`src/rtl/mem_arb_pkg.sv`:
```
// Shared types and helpers for the IF/D memory arbiter.
// The optional MEM_ARB_BYTE_WRITE_EN build uses merge_bytes for partial-word writes.
package mem_arb_pkg;

    typedef enum logic [1:0] {
        ST_IDLE   = 2'd0,
        ST_ACCESS = 2'd1,
        ST_MERGE  = 2'd2,
        ST_RESP   = 2'd3
    } state_e;

    localparam int unsigned PORT_IF = 0;
    localparam int unsigned PORT_D  = 1;

    function automatic logic [31:0] merge_bytes(input logic [31:0] old_w,
                                                input logic [31:0] new_w,
                                                input logic [3:0]  strb);
        logic [31:0] res;
        for (int b = 0; b < 4; b++) begin
            res[8*b +: 8] = strb[b] ? new_w[8*b +: 8] : old_w[8*b +: 8];
        end
        return res;
    endfunction

endpackage

```
`src/rtl/mem_arbiter_if.sv`:
```
// Bundle of the IF port, D port and RAM-side signals around mem_arbiter.
// slave = arbiter view, master = requesters plus RAM view.
interface mem_arbiter_if #(
    parameter int ADDR_W = 32,
    parameter int DATA_W = 32
) ();
    logic              if_req_valid;
    logic              if_req_ready;
    logic [ADDR_W-1:0] if_req_addr;
    logic              if_rsp_valid;
    logic [DATA_W-1:0] if_rsp_rdata;

    logic              d_req_valid;
    logic              d_req_ready;
    logic              d_req_we;
    logic [ADDR_W-1:0] d_req_addr;
    logic [DATA_W-1:0] d_req_wdata;
    logic [3:0]        d_req_wstrb;
    logic              d_rsp_valid;
    logic [DATA_W-1:0] d_rsp_rdata;

    logic              ram_wr_sig;
    logic [DATA_W-1:0] ram_wr_data;
    logic [ADDR_W-1:0] ram_addr;
    logic [DATA_W-1:0] ram_rd_data;

    modport slave (
        input  if_req_valid, if_req_addr,
        output if_req_ready, if_rsp_valid, if_rsp_rdata,
        input  d_req_valid, d_req_we, d_req_addr, d_req_wdata, d_req_wstrb,
        output d_req_ready, d_rsp_valid, d_rsp_rdata,
        output ram_wr_sig, ram_wr_data, ram_addr,
        input  ram_rd_data
    );

    modport master (
        output if_req_valid, if_req_addr,
        input  if_req_ready, if_rsp_valid, if_rsp_rdata,
        output d_req_valid, d_req_we, d_req_addr, d_req_wdata, d_req_wstrb,
        input  d_req_ready, d_rsp_valid, d_rsp_rdata,
        input  ram_wr_sig, ram_wr_data, ram_addr,
        output ram_rd_data
    );
endinterface

```
`src/rtl/rr_arb2.sv`:
```
// Two-requester round-robin grant; the pointer only moves when both request and a grant is taken.
module rr_arb2 #(
    parameter logic RR_INIT = 1'b0
) (
    input  logic       clk,
    input  logic       reset_n,
    input  logic [1:0] req,
    input  logic       take,
    output logic [1:0] gnt
);
    logic ptr_q;

    // Grant selection: contention resolved by the pointer, otherwise pass the lone request.
    always_comb begin
        gnt = 2'b00;
        if (req == 2'b11) begin
            gnt = ptr_q ? 2'b10 : 2'b01;
        end else begin
            gnt = req;
        end
    end

    // Pointer register: flip to the loser after a contended grant.
    always_ff @(posedge clk) begin
        if (!reset_n) begin
            ptr_q <= RR_INIT;
        end else if (take && (req == 2'b11)) begin
            ptr_q <= ~ptr_q;
        end else begin
            ptr_q <= ptr_q;
        end
    end
endmodule

```
`src/rtl/mem_arbiter.sv`:
```
// Round-robin arbiter sharing one single-port registered-read RAM between IF and D ports.
// Define MEM_ARB_BYTE_WRITE_EN to honour d_req_wstrb via a read-modify-write MERGE state.
module mem_arbiter
    import mem_arb_pkg::*;
#(
    parameter int          ADDR_W  = 32,
    parameter int          DATA_W  = 32,
    parameter int unsigned RR_INIT = 0
) (
    input  logic          clk,
    input  logic          reset_n,
    mem_arbiter_if.slave  bus
);
    state_e            state_q;
    logic              owner_q;
    logic [ADDR_W-1:0] addr_q;
    logic [DATA_W-1:0] wdata_q;
    logic              ram_wr_q;
    logic              if_rsp_q;
    logic              d_rsp_q;
    logic              rmw_s;

    logic [1:0]        req_s;
    logic [1:0]        gnt_s;
    logic              take_s;
    logic              d_direct_s;
    logic              d_rmw_s;

    assign req_s  = {bus.d_req_valid, bus.if_req_valid};
    assign take_s = (state_q == ST_IDLE) && reset_n && (req_s != 2'b00);

    rr_arb2 #(.RR_INIT(RR_INIT != 0)) u_rr (
        .clk     (clk),
        .reset_n (reset_n),
        .req     (req_s),
        .take    (take_s),
        .gnt     (gnt_s)
    );

`ifdef MEM_ARB_BYTE_WRITE_EN
    logic [3:0] wstrb_q;
    logic       rmw_q;

    // Write classification: full strobe writes directly, empty strobe reads, partial strobe merges.
    always_comb begin
        d_direct_s = 1'b0;
        d_rmw_s    = 1'b0;
        if (bus.d_req_we && (bus.d_req_wstrb == 4'hF)) begin
            d_direct_s = 1'b1;
        end else if (bus.d_req_we && (bus.d_req_wstrb != 4'h0)) begin
            d_rmw_s = 1'b1;
        end else begin
            d_direct_s = 1'b0;
        end
    end

    assign rmw_s           = rmw_q;
    assign bus.ram_wr_data = (state_q == ST_MERGE) ? merge_bytes(bus.ram_rd_data, wdata_q, wstrb_q)
                                                   : wdata_q;
`else
    logic unused_wstrb_s;
    assign unused_wstrb_s  = ^bus.d_req_wstrb;
    assign d_direct_s      = bus.d_req_we;
    assign d_rmw_s         = 1'b0;
    assign rmw_s           = 1'b0;
    assign bus.ram_wr_data = wdata_q;
`endif

    assign bus.if_req_ready = take_s & gnt_s[PORT_IF];
    assign bus.d_req_ready  = take_s & gnt_s[PORT_D];
    assign bus.ram_addr     = addr_q;
    // Gate with reset_n so a reset landing mid-write never reaches the RAM.
    assign bus.ram_wr_sig   = ram_wr_q & reset_n;
    assign bus.if_rsp_valid = if_rsp_q;
    assign bus.d_rsp_valid  = d_rsp_q;
    assign bus.if_rsp_rdata = if_rsp_q ? bus.ram_rd_data : '0;
    assign bus.d_rsp_rdata  = d_rsp_q  ? bus.ram_rd_data : '0;

    // Transaction FSM: latch the grant, drive the RAM, pulse the owner's response.
    always_ff @(posedge clk) begin
        if (!reset_n) begin
            state_q  <= ST_IDLE;
            owner_q  <= 1'b0;
            addr_q   <= '0;
            wdata_q  <= '0;
            ram_wr_q <= 1'b0;
            if_rsp_q <= 1'b0;
            d_rsp_q  <= 1'b0;
`ifdef MEM_ARB_BYTE_WRITE_EN
            rmw_q    <= 1'b0;
            wstrb_q  <= 4'h0;
`endif
        end else begin
            case (state_q)
                ST_IDLE: begin
                    if_rsp_q <= 1'b0;
                    d_rsp_q  <= 1'b0;
                    if (take_s) begin
                        owner_q  <= gnt_s[PORT_D];
                        addr_q   <= gnt_s[PORT_D] ? bus.d_req_addr : bus.if_req_addr;
                        wdata_q  <= gnt_s[PORT_D] ? bus.d_req_wdata : '0;
                        ram_wr_q <= gnt_s[PORT_D] & d_direct_s;
`ifdef MEM_ARB_BYTE_WRITE_EN
                        rmw_q    <= gnt_s[PORT_D] & d_rmw_s;
                        wstrb_q  <= gnt_s[PORT_D] ? bus.d_req_wstrb : 4'h0;
`endif
                        state_q  <= ST_ACCESS;
                    end else begin
                        ram_wr_q <= 1'b0;
                        state_q  <= ST_IDLE;
                    end
                end
                ST_ACCESS: begin
                    if (rmw_s) begin
                        ram_wr_q <= 1'b1;
                        state_q  <= ST_MERGE;
                    end else begin
                        ram_wr_q <= 1'b0;
                        if_rsp_q <= (owner_q == 1'b0);
                        d_rsp_q  <= (owner_q == 1'b1);
                        state_q  <= ST_RESP;
                    end
                end
`ifdef MEM_ARB_BYTE_WRITE_EN
                ST_MERGE: begin
                    ram_wr_q <= 1'b0;
                    if_rsp_q <= (owner_q == 1'b0);
                    d_rsp_q  <= (owner_q == 1'b1);
                    state_q  <= ST_RESP;
                end
`endif
                ST_RESP: begin
                    if_rsp_q <= 1'b0;
                    d_rsp_q  <= 1'b0;
                    ram_wr_q <= 1'b0;
                    state_q  <= ST_IDLE;
                end
                default: begin
                    if_rsp_q <= 1'b0;
                    d_rsp_q  <= 1'b0;
                    ram_wr_q <= 1'b0;
                    state_q  <= ST_IDLE;
                end
            endcase
        end
    end

    logic unused_d_rmw_s;
    assign unused_d_rmw_s = d_rmw_s;
endmodule

```
`src/flat_wrapper.sv`:
```
// flat-port wrapper written by rule: the top's interface ports become plain ports
module mem_arbiter_flat import mem_arb_pkg::*;
#(
    parameter int          ADDR_W  = 32,
    parameter int          DATA_W  = 32,
    parameter int unsigned RR_INIT = 0
)
  (clk, reset_n, bus_if_req_valid, bus_if_req_addr, bus_if_req_ready, bus_if_rsp_valid, bus_if_rsp_rdata, bus_d_req_valid, bus_d_req_we, bus_d_req_addr, bus_d_req_wdata, bus_d_req_wstrb, bus_d_req_ready, bus_d_rsp_valid, bus_d_rsp_rdata, bus_ram_wr_sig, bus_ram_wr_data, bus_ram_addr, bus_ram_rd_data);
  mem_arbiter_if #(.ADDR_W(ADDR_W), .DATA_W(DATA_W)) bus_i ();
  input  logic clk;
  input  logic reset_n;
  input wire logic [$bits(bus_i.if_req_valid)-1:0] bus_if_req_valid;
  input wire logic [$bits(bus_i.if_req_addr)-1:0] bus_if_req_addr;
  output wire logic [$bits(bus_i.if_req_ready)-1:0] bus_if_req_ready;
  output wire logic [$bits(bus_i.if_rsp_valid)-1:0] bus_if_rsp_valid;
  output wire logic [$bits(bus_i.if_rsp_rdata)-1:0] bus_if_rsp_rdata;
  input wire logic [$bits(bus_i.d_req_valid)-1:0] bus_d_req_valid;
  input wire logic [$bits(bus_i.d_req_we)-1:0] bus_d_req_we;
  input wire logic [$bits(bus_i.d_req_addr)-1:0] bus_d_req_addr;
  input wire logic [$bits(bus_i.d_req_wdata)-1:0] bus_d_req_wdata;
  input wire logic [$bits(bus_i.d_req_wstrb)-1:0] bus_d_req_wstrb;
  output wire logic [$bits(bus_i.d_req_ready)-1:0] bus_d_req_ready;
  output wire logic [$bits(bus_i.d_rsp_valid)-1:0] bus_d_rsp_valid;
  output wire logic [$bits(bus_i.d_rsp_rdata)-1:0] bus_d_rsp_rdata;
  output wire logic [$bits(bus_i.ram_wr_sig)-1:0] bus_ram_wr_sig;
  output wire logic [$bits(bus_i.ram_wr_data)-1:0] bus_ram_wr_data;
  output wire logic [$bits(bus_i.ram_addr)-1:0] bus_ram_addr;
  input wire logic [$bits(bus_i.ram_rd_data)-1:0] bus_ram_rd_data;
  assign bus_i.if_req_valid = bus_if_req_valid;
  assign bus_i.if_req_addr = bus_if_req_addr;
  assign bus_if_req_ready = bus_i.if_req_ready;
  assign bus_if_rsp_valid = bus_i.if_rsp_valid;
  assign bus_if_rsp_rdata = bus_i.if_rsp_rdata;
  assign bus_i.d_req_valid = bus_d_req_valid;
  assign bus_i.d_req_we = bus_d_req_we;
  assign bus_i.d_req_addr = bus_d_req_addr;
  assign bus_i.d_req_wdata = bus_d_req_wdata;
  assign bus_i.d_req_wstrb = bus_d_req_wstrb;
  assign bus_d_req_ready = bus_i.d_req_ready;
  assign bus_d_rsp_valid = bus_i.d_rsp_valid;
  assign bus_d_rsp_rdata = bus_i.d_rsp_rdata;
  assign bus_ram_wr_sig = bus_i.ram_wr_sig;
  assign bus_ram_wr_data = bus_i.ram_wr_data;
  assign bus_ram_addr = bus_i.ram_addr;
  assign bus_i.ram_rd_data = bus_ram_rd_data;
  mem_arbiter #(.ADDR_W(ADDR_W), .DATA_W(DATA_W), .RR_INIT(RR_INIT)) u_core (.clk(clk), .reset_n(reset_n), .bus(bus_i));
endmodule
```
`config.mk`:
```
export PLATFORM = sky130hd
export DESIGN_NAME = mem_arbiter_flat
export DESIGN_NICKNAME = d
export VERILOG_FILES = /design/src/rtl/mem_arb_pkg.sv /design/src/rtl/mem_arbiter_if.sv /design/src/rtl/rr_arb2.sv /design/src/rtl/mem_arbiter.sv /design/src/flat_wrapper.sv
export SDC_FILE = /design/constraint.sdc
export NUM_CORES = 1
export LEC_CHECK = 0
export CORE_UTILIZATION = 35
export DETAILED_ROUTE_END_ITERATION = 10
export PLACE_DENSITY_LB_ADDON = 0.12
export SYNTH_ARGS = -nofsm -noshare
export SYNTH_HDL_FRONTEND = slang
export SYNTH_SLANG_ARGS = --single-unit
```
`constraint.sdc`:
```
create_clock -name clk -period 1.6 [get_ports clk]
set_input_delay 0.24 -clock clk [delete_from_list [all_inputs] [get_ports clk]]
set_output_delay 0.24 -clock clk [all_outputs]
set_load 0.02 [all_outputs]
```
-- Yosys cells after proc, flatten, opt, wreduce, memory -nomap -nowiden
Cells that the tools add are included.
- $add $sub $neg: 0
- $mul: 0
- divide/modulo/power cells: 0
- order comparisons: 0
- equal/unequal tests: 2
- shift operators: 0
- multiplexer cells: 8
- bitwise gates (word level): 6
- reduce and logical (&&, ||, !) cells: 8
- operators by type and width (operator ; count):
    32-bit two-way mux ; 4
    1-bit AND ; 4
    2-bit two-way mux ; 2
    2-bit case mux with 2 select lines ; 1
    2-bit AND reduction ; 2
    1-bit logical AND ; 3
    3-bit AND reduction ; 1
    2-bit by 1-bit equality test with 1-bit output (second input constant) ; 1
    2-bit equality test (second input constant) ; 1
    2-bit logical NOT ; 1
    1-bit inverter ; 2
    2-bit nonzero test ; 1
    1-bit two-way mux ; 1
- flip-flop bits (word level): 71
- latch bits: 0
- bits in writable memories: 0
- memory bits (read-only): 0
- input bits: 137
- output and inout bits: 133
- logic and storage cells: 32
- memories: 0

-- Logic depth before layout (Yosys ltp)
- word-level depth: 5
- mapped depth: 6
- depth with buffers taken out: 3

-- Cells and area by module
A second synthesis with hierarchy kept.
- cell total of the unflattened synthesis: 376
- area, all modules: 3413.3 sq um
- by module, submodules not included (module ; instances ; cells an instance ; area an instance (sq um) ; seq. area each (sq um)):
    mem_arbiter ; 1 ; 368 ; 3349.5 ; 1401.3
    rr_arb2 ; 1 ; 8 ; 63.8 ; 20.0

-- Worst setup path after synthesis
OpenSTA, ideal clock, no wires.
- path type: register to output
- from: reg u_core.state_q[0]
- to: out bus_if_req_ready
- data arrival time: 1262 ps
- required time: 1360 ps
- slack: 98 ps
- cell stages (with the launch flop): 4
- buffers on the path: 1
- cells stage by stage: dfxtp_1 -> nor3b_4 -> clkbuf_1 -> and3_1
- cells in the longest elaborated chain, start to end: 4
- RTL lines (what ; line ; RTL):
    from (decl) ; mem_arbiter.sv:14 ; state_e state_q;
    from (signal assigned) ; mem_arbiter.sv:82 ; state_q <= ST_IDLE;
    from (signal assigned) ; mem_arbiter.sv:107 ; state_q <= ST_ACCESS;
    from (signal assigned) ; mem_arbiter.sv:110 ; state_q <= ST_IDLE;
    2-bit logical NOT ; mem_arbiter.sv:30 ; assign take_s = (state_q == ST_IDLE) && reset_n && (req_s != 2'b00);
    1-bit logical AND (2 in a row) ; mem_arbiter.sv:30 ;
    1-bit AND ; mem_arbiter.sv:69 ; assign bus.if_req_ready = take_s & gnt_s[PORT_IF];
    to (decl) ; flat_wrapper.sv:14 ; output wire logic [$bits(bus_i.if_req_ready)-1:0] bus_if_req_ready;
Every way passes these cells.

-- Final worst setup path
- from: reg u_core.if_rsp_q (netlist: u_core.bus.if_rsp_valid)
- to: out bus_if_rsp_rdata[28]
- cells in the longest elaborated chain, start to end: 1
- RTL lines (what ; line ; RTL):
    from (decl) ; mem_arbiter.sv:19 ; logic if_rsp_q;
    from (signal assigned) ; mem_arbiter.sv:119 ; if_rsp_q <= (owner_q == 1'b0);
    32-bit two-way mux ; mem_arbiter.sv:76 ; assign bus.if_rsp_rdata = if_rsp_q ? bus.ram_rd_data : '0;
    to (decl) ; flat_wrapper.sv:16 ; output wire logic [$bits(bus_i.if_rsp_rdata)-1:0] bus_if_rsp_rdata;
Every way passes these cells.

==> results <==
- The buffer cell driving the clock tree root is sky130_fd_sc_hd__clkbuf_8.
- The final critical path takes up 97.22% of the cycle.
- The first global-routing pass estimated 22.19 mm of wire.
- The smallest setup slack after layout is 44.44 ps.
- In the routed design, unresolved DRC markers number 0.
- The post-placement cell count is 813.
- Once the floorplan was initialized, standard cells occupied 36.32% of the core.
- The most utilized layer in the global route result is met2.
- The final weighted congestion in routability-driven placement is 0.8197.
- The net count of the mapped netlist is 573.
- The count of mapped cells out of synthesis is 436.
- After synthesis the netlist holds a flip-flop and latch count of 71.
- The post-route cell area is 6669 um^2.
- The largest net degree at the start of global routing is 47.
- The initial detailed-routing violation count is 184.
- 0 antenna diodes ended up in the layout.
- The mean routed wirelength per cell is 17.34 um.
- Of the cells placed in the final design, the portion with a size suffix greater than 1 is 16.31%.
- Clock skew on the completed layout was measured at 14.22 ps.
- After global routing the overflow that remains totals 0.
- The area share of the largest cell type after synthesis is 37.57%.
- The biggest area contributor in the post-synthesis netlist is sky130_fd_sc_hd__dfxtp_1.
- The row count is 37.
- The post-route total power is 4953 uW.
- Counting the fill cells in the layout gives 911.
- Setup repair after global routing left no endpoint under its margin.
- The total standard cell area after synthesis is 3784 um^2.
- The leakage component of the power is 0.002888 uW.
- The number of endpoints with negative hold slack in the final report came to 0.
- The maximum buffer depth of the clock tree is 2.
- The clock reaches the later pin of the worst-skew pair after 340 ps.
- The via count is 4350.
- Global routing used 6.131% of the available met3 tracks.
- In this run the vertical extent of the chip is 106.0 um.
- The worst hold path stage count is 4.
- The die covers 11230 um^2.
- STA classifies the critical path startpoint as a register.
- In the layout the commonest cells are 188 x sky130_fd_sc_hd__clkdlybuf4s50_1, 71 x sky130_fd_sc_hd__dfxtp_1, 66 x sky130_fd_sc_hd__and2_1.
- The count of buffers added on input and output ports is 265.
- The leading cell type in the layout, fill and taps excluded is sky130_fd_sc_hd__clkdlybuf4s50_1.
- The final-layout setup total negative slack is 0 ps.
- The proportion of synthesized chip area in sequential cells is 37.57%.
- The final critical-path required period is 1556 ps.
- For this design the top-level I/O count stands at 270.
- The global-route track usage on met1 is 27.19%.
- The count of final max-slew check failures came to 0.
- The clock net in this run drives a total of 71 sinks.
- The maximum vdd drop is 0.5372 mV.
- From synthesis to final layout, the design area changed by 76.26%.
- TritonCTS built the clock tree.
- For the pin with the worst max-slew slack, the measured transition is 363.5 ps.
- The clock-pin slew on the worst setup and hold paths is 90 ps.
- The length of the first detailed-routing pass in iterations is 6.
- The final layout contains 825 nets.
- The critical path in this run is classified as reg -> out.
- After detailed placement, the total cell area comes to 6710 um^2.
- By area the synthesized netlist is led by sky130_fd_sc_hd__dfxtp_1 38%, sky130_fd_sc_hd__and2_1 11%, sky130_fd_sc_hd__o311a_1 8.5%.
- The kind of path behind the tightest hold check is in -> reg.
- The number of antenna violations at the first check in global routing came to 0.
- For this block, the routed nets add up to 14.37 mm of wire.
- The finished layout holds 829 standard cells, fillers aside.
- The maximum fanout count along the critical path is 33.
- At the worst endpoint, the required time is 1360 ps.
- The final HPWL from detailed placement is 10.50 mm.
- The worst relative slew slack is 75.77%.
- The number of setup violations in the final report is 0.
- During synthesis, Yosys emitted a total of 0 warnings.
- Across the run, the number of max-cap violations was 0.
- The power per standard cell area is 742.7 nW/um^2.
- The detailed-route vias per instance is 5.247.
- The core area is 10420 um^2.
- The detail route stage leaves a number of antenna-violating nets equal to 0.
- The H-tree depth reported by CTS is 3.
- The number of global-route vias before repair is 4355.
- Measured in cells, the most critical reg-to-reg path has a length of 5.
- In the global route stage, met2 resource usage came out at 46.13%.
- Based on the critical path, the design can be clocked at up to 0.6429 GHz.
- The number of different library cells used by synthesis comes to 23.
- The total CTS buffers is 9.
- The run finished with clean final reports.
- The average instance in the mapped netlist occupies 8.678 um^2.
- The die extent in x is 106.0 um.
- In the global route stage, overall resource usage came out at 24.76%.
- For the worst setup path, the data arrival time is 1320 ps.
- The pre-CTS setup slack is -305.2 ps.
- The worst setup path is captured at an output port.
==> cell type report <==
class                   instances  area [um^2]  share of cell area [%]
flip-flops and latches         71         1421                   21.31
well taps                     136        170.2                   2.552
clock buffers                   9        123.9                   1.857
clock inverters                 7        102.6                   1.538
inverters                       2        7.507                  0.1126
multi-input cells             308         2156                   32.33
repair buffers                296         2688                   40.30
==> critical path: stages, from the launching register on <==
cell,delay [ps]
sky130_fd_sc_hd__dfxtp_1,360
sky130_fd_sc_hd__buf_12,170
sky130_fd_sc_hd__and2_1,140
sky130_fd_sc_hd__clkdlybuf4s15_1,300
==> cells in the mapped netlist, drive strengths merged <==
master,number
o31a,1
o311a,32
buf,12
nand3,2
a21boi,65
inv,2
nand2b,1
nor3b,1
nand4,32
nor2,2
o21bai,32
nor2b,2
and3,34
nand2,2
mux2i,1
dfxtp,71
or3b,1
clkbuf,43
and2,66
o21ai,34
==> routing by layer <==
layer  vias to the layer above  share of wire [%]
li1                       2119                  -
met3                        20                6.6
met1                      2051                 40
met4                         0                1.8
met5                         -                  0
met2                       160                 52
==> worst paths after layout <==
kind                                 from                      end  slack [ps]
setup / recovery  u_core.bus.if_rsp_valid     bus_if_rsp_rdata[28]          40
hold / removal            bus_d_req_valid          u_core.ram_wr_q         320
setup reg to reg        u_core.u_rr.ptr_q  u_core.bus.ram_addr[13]          50
hold reg to reg            u_core.owner_q  u_core.bus.if_rsp_valid         460
==> repair_timing <==
item,CTS,global route
setup endpoints to repair,99,69
resized for setup,105,99
hold endpoints to repair,0,0
pin swaps,1,0
hold buffers,0,0
buffers inserted,0,0
==> metrics by stage <==
stage,hold WS [ps],utilization [%]
2_1_floorplan,352.2,-
3_3_place_gp,425.1,64.42
3_5_place_dp,446.9,64.42
4_1_cts,301.4,66.13
5_1_grt,317.3,64.02
6_report,320.9,64.02
==> power breakdown <==
group / internal (uW) / switching, uW / leakage, uW / total [uW]
clock: 901 / 753 / 0.000116 / 1650
combinational: 745 / 636 / 0.00219 / 1380
sequential: 1870 / 53.0 / 0.000580 / 1920
total: 3510 / 1440 / 0.00289 / 4950
==> cells by family (layout without fill, tap and decap cells) <==
| kind of cell | Yosys count | in the layout | synth area share (%) |
|---|---|---|---|
| compound gates | 164 | 164 | 32.54 |
| simple gates | 143 | 143 | 23.71 |
| buf+inv | 57 | 314 | 5.919 |
| mux | 1 | 1 | 0.2646 |
| flops | 71 | 71 | 37.57 |
==> state kept, by name, summed over array words and instances, names as in the netlist <==
name,count
u_core.bus.d_rsp_valid,1
u_core.owner_q,1
u_core.u_rr.ptr_q,1
u_core.bus.ram_addr,32
u_core.bus.ram_wr_data,32
u_core.bus.if_rsp_valid,1
u_core.ram_wr_q,1
u_core.state_q,2
Power figures use the tool's default switching activity.
